File: src/rtl/nibble_fifo.sv
// First-word-fall-through FIFO buffering inverter-stage nibbles under valid/ready.
// Occupancy is held in a dedicated counter; pointers wrap by natural overflow.
module nibble_fifo #(
    parameter int WIDTH = 4,
    parameter int DEPTH = 4,
    localparam int AW = $clog2(DEPTH),
    localparam int CW = AW + 1
) (
    input  logic             clk,
    input  logic             rst_n,
    input  logic             in_valid,
    output logic             in_ready,
    input  logic [WIDTH-1:0] in_data,
    output logic             out_valid,
    input  logic             out_ready,
    output logic [WIDTH-1:0] out_data,
    output logic [CW-1:0]    count
);

    logic [WIDTH-1:0] mem_q [DEPTH];
    logic [AW-1:0]    wr_ptr_q, wr_ptr_d;
    logic [AW-1:0]    rd_ptr_q, rd_ptr_d;
    logic [CW-1:0]    count_q, count_d;
    logic             push, pop;

    assign in_ready  = (count_q != CW'(DEPTH));
    assign out_valid = (count_q != '0);
    assign count     = count_q;
    assign out_data  = out_valid ? mem_q[rd_ptr_q] : '0;

    assign push = in_valid & in_ready;
    assign pop  = out_valid & out_ready;

    always_comb begin
        wr_ptr_d = wr_ptr_q;
        rd_ptr_d = rd_ptr_q;
        count_d  = count_q;
        if (push) wr_ptr_d = wr_ptr_q + 1'b1;
        if (pop)  rd_ptr_d = rd_ptr_q + 1'b1;
        case ({push, pop})
            2'b10:   count_d = count_q + 1'b1;
            2'b01:   count_d = count_q - 1'b1;
            default: count_d = count_q;
        endcase
    end

    always_ff @(posedge clk or negedge rst_n) begin
        if (!rst_n) begin
            wr_ptr_q <= '0;
            rd_ptr_q <= '0;
            count_q  <= '0;
        end else begin
            wr_ptr_q <= wr_ptr_d;
            rd_ptr_q <= rd_ptr_d;
            count_q  <= count_d;
        end
    end

    // NOTE: storage is deliberately left out of reset; nothing reads it while count is zero.
    always_ff @(posedge clk) begin
        if (push) mem_q[wr_ptr_q] <= in_data;
    end

endmodule
File: config.mk
export PLATFORM = sky130hd
export DESIGN_NAME = nibble_fifo
export DESIGN_NICKNAME = d
export VERILOG_FILES = /design/src/rtl/nibble_fifo.sv
export SDC_FILE = /design/constraint.sdc
export NUM_CORES = 1
export LEC_CHECK = 0
export CORE_ASPECT_RATIO = 1.5
export CORE_MARGIN = 10
export CORE_UTILIZATION = 51
export CTS_CLUSTER_SIZE = 25
export DETAILED_ROUTE_END_ITERATION = 8
export PLACE_DENSITY = 0.74
export SLEW_MARGIN = 20
export SYNTH_ARGS = -nofsm -noshare
export SYNTH_HDL_FRONTEND = slang
export SYNTH_SLANG_ARGS = --single-unit
File: constraint.sdc
create_clock -name clk -period 2.5 [get_ports clk]
set_clock_uncertainty 0.05 [all_clocks]
set_input_delay 0.375 -clock clk [delete_from_list [all_inputs] [get_ports clk]]
set_output_delay 0.375 -clock clk [all_outputs]
set_load 0.01 [all_outputs]
==> results of run 1 <==
[through the flow]
step	worst slack, ps	instance area [um2]
floorplan	303	1030
global placement	281	1210
detailed placement	249	1210
CTS	85.8	1240
global route	30.5	1240
finish	128	1240
[cells in the final DEF (no fill, tap or decap)]
cell             instances
and2_1                   5
and2_4                   1
and3_2                   4
clkbuf_1                 1
clkbuf_4                 3
clkdlybuf4s50_1         16
dfrtp_1                  6
dfrtp_2                  1
edfxtp_1                16
fa_1                     1
ha_1                     5
inv_1                    6
mux2_4                   1
mux2i_1                  1
mux4_2                   4
nand3_1                  1
nor2_1                   1
or3_1                    1
or3b_4                   1
xnor2_1                  3
xor2_1                   3
[logic make-up (layout without fill, tap and decap cells)]
family | count (synthesis) | in the layout | synth area share
DFF | 23 | 23 | 0.634
and+or+nand+nor | 14 | 14 | 0.0932
buffers and inverters | 8 | 26 | 0.0303
adders and majority gates | 6 | 6 | 0.0799
xor gates and xnor gates | 6 | 6 | 0.0509
muxes | 6 | 6 | 0.111
[registers in the layout (all words and copies together) (netlist names)]
signal,flops
count,3
mem_q,16
rd_ptr_q,2
wr_ptr_q,2
[power by group through the flow]
| stage | logic (mW) | registers, mW | clock network, mW |
|---|---|---|---|
| after global routing | 0.713 | 0.647 | 0.180 |
| after CTS | 0.655 | 0.634 | 0.166 |
| after floorplan | 0.415 | 0.603 | 0 |
| after global placement | 0.641 | 0.635 | 0 |
| after detailed placement | 0.654 | 0.641 | 0 |
| final | 0.639 | 0.628 | 0.160 |
[worst paths after layout]
kind | from | end | slack [ps] | depth (start not counted)
hold / removal | rst_n | count[1] | 280 | 1
setup / recovery | rd_ptr_q[0] | out_data[1] | 130 | 3
setup reg to reg | count[0] | count[2] | 240 | 9
min in group clk | count[2] | count[2] | 470 | 1
hold reg to reg | count[2] | count[2] | 470 | 1
max in group asynchronous | rst_n | rd_ptr_q[0] | 1860 | 1
[layout make-up]
class / count / area, um2 / share of cell area
clock buffers: 4 / 26.3 / 0.0212
inverters: 6 / 22.5 / 0.0182
multi-input cells: 32 / 347 / 0.280
flip-flops and latches: 23 / 657 / 0.530
well taps: 21 / 26.3 / 0.0212
repair buffers: 16 / 160 / 0.129
[critical path, stage by stage, from the launching register on]
cell and delay, ps:
dfrtp_2 490, mux4_2 520, and2_1 170, clkdlybuf4s50_1 480
[layer usage]
metal  vias up  wire length, um  track usage
li1        257                -            -
met1       274              698       0.0928
met2        10              833        0.139
met3         2               83       0.0253
met4         0               14       0.0471
met5         -                0            0
[repair_timing]
action,4_1_cts,5_1_grt
gates resized for setup,1,0
buffers inserted,0,0
endpoints found under the setup margin,2,0
==> out/results.txt, run 1 <==
Hold crit path type = in2async
Relative max-transition margin = 0.781
CTS sink cnt = 23
RSZ-0062 raised after global routing = false
Row count = 19
Root Driver = clkbuf_4
CTS tree = done
Setup TNS = 0 ps
Seq/Total Area, Yosys = 0.634
Final Wtd Congestion = 0.691
Via count = 543
Vias in the first global route = 564
Synth async-reset ratio = 0.304
Final worst-path cycle share = 0.949
Final hold vios = 0
First-pass GRT wire length = 2.80 mm
Setup CP Type = reg2out
Pleak = 0.486 nW
Max IR drop VDD = 845 uV
Die Ht = 75.1 um
Fin nets = 96
Die W = 56.8 um
DR vias/cell = 5.32
Final min period = 2370 ps
Core region area = 1880 um2
Total Wirelength = 1.63 mm
Setup Viol. Count Final = 0
Area grow syn2layout = 19.9%
Internal = 0.977 mW
IO Port Bufs = 16
Leading area contributor after synthesis = edfxtp_1
Pin count of the biggest net entering global routing = 13
Slew @ Worst Pin = 327 ps
DR pass1 iterations = 2
Top_reg_cell synth = edfxtp_1
Total grt overflow = 0
Commonest cells in the netlist = edfxtp_1 (16), dfrtp_1 (7), inv_1 (6)
Gr usage total = 0.0832
Clock latency on the worst-skew pair = 290 ps
DP Cell Count = 98
Clock power frac = 0.112
Outcome = complete, no violations
Worst setup SP type = register
Max Freq = 422 MHz
Max-Cap Viols = 0
Layout cells sized above 1 = 0.185
Inserted Clock Buffers = 3
Synth top area share = 0.465
Max Buffers Root-to-Sink = 2
Syn Nets = 77
DRC Markers = 0
H-tree depth = 1
Switching Power = 0.449 mW
Synth Area per Inst = 16.4 um2
Die ar. = 4260 um2
Worst Path Arrival = 1950 ps
Critical Path Sink Type = output port
Switching Fraction = 0.315
Comb power frac = 0.448
Final Max Slew Viols = 0
EDFF count, synth = 16
Fillers = 148
Final hold slack = 277 ps
Detailed router's first-iteration violation count = 3
Layout Cells excl Fill = 102
Initial core utilization = 0.550
Cell variety after synth = 19
Mapped Cells = 63
Top-count cell post-synth = edfxtp_1
Top Ports = 17
CP required = 2080 ps
FF+latch count, synth = 23
Synth area leaders = edfxtp_1 (46%), dfrtp_1 (17%), mux4_2 (8.7%)
Crit-path max FO = 6
Clock transition at path regs = 110 ps
# diodes = 0
Dpl hpwl = 1.32 mm
Sequential power share = 0.440
Routed wire per std cell = 16.0 um
Routed Antenna Nets = 0
Initial antenna violation count = 0
Pwr dens = 1150 nW/um2
Yosys warns = 0
Final Power = 1.43 mW
Hold buffers post-CTS = 0
Synthesized area = 1030 um2
Final core utilization = 0.660
Power figures use the tool's default switching activity.
==> run 2, diff against run 1 <==
Settings changed: SLEW_MARGIN 20 to 15.
==> results of run 2 <==
No change in the layout: final DEF, timing and power equal those of run 1.
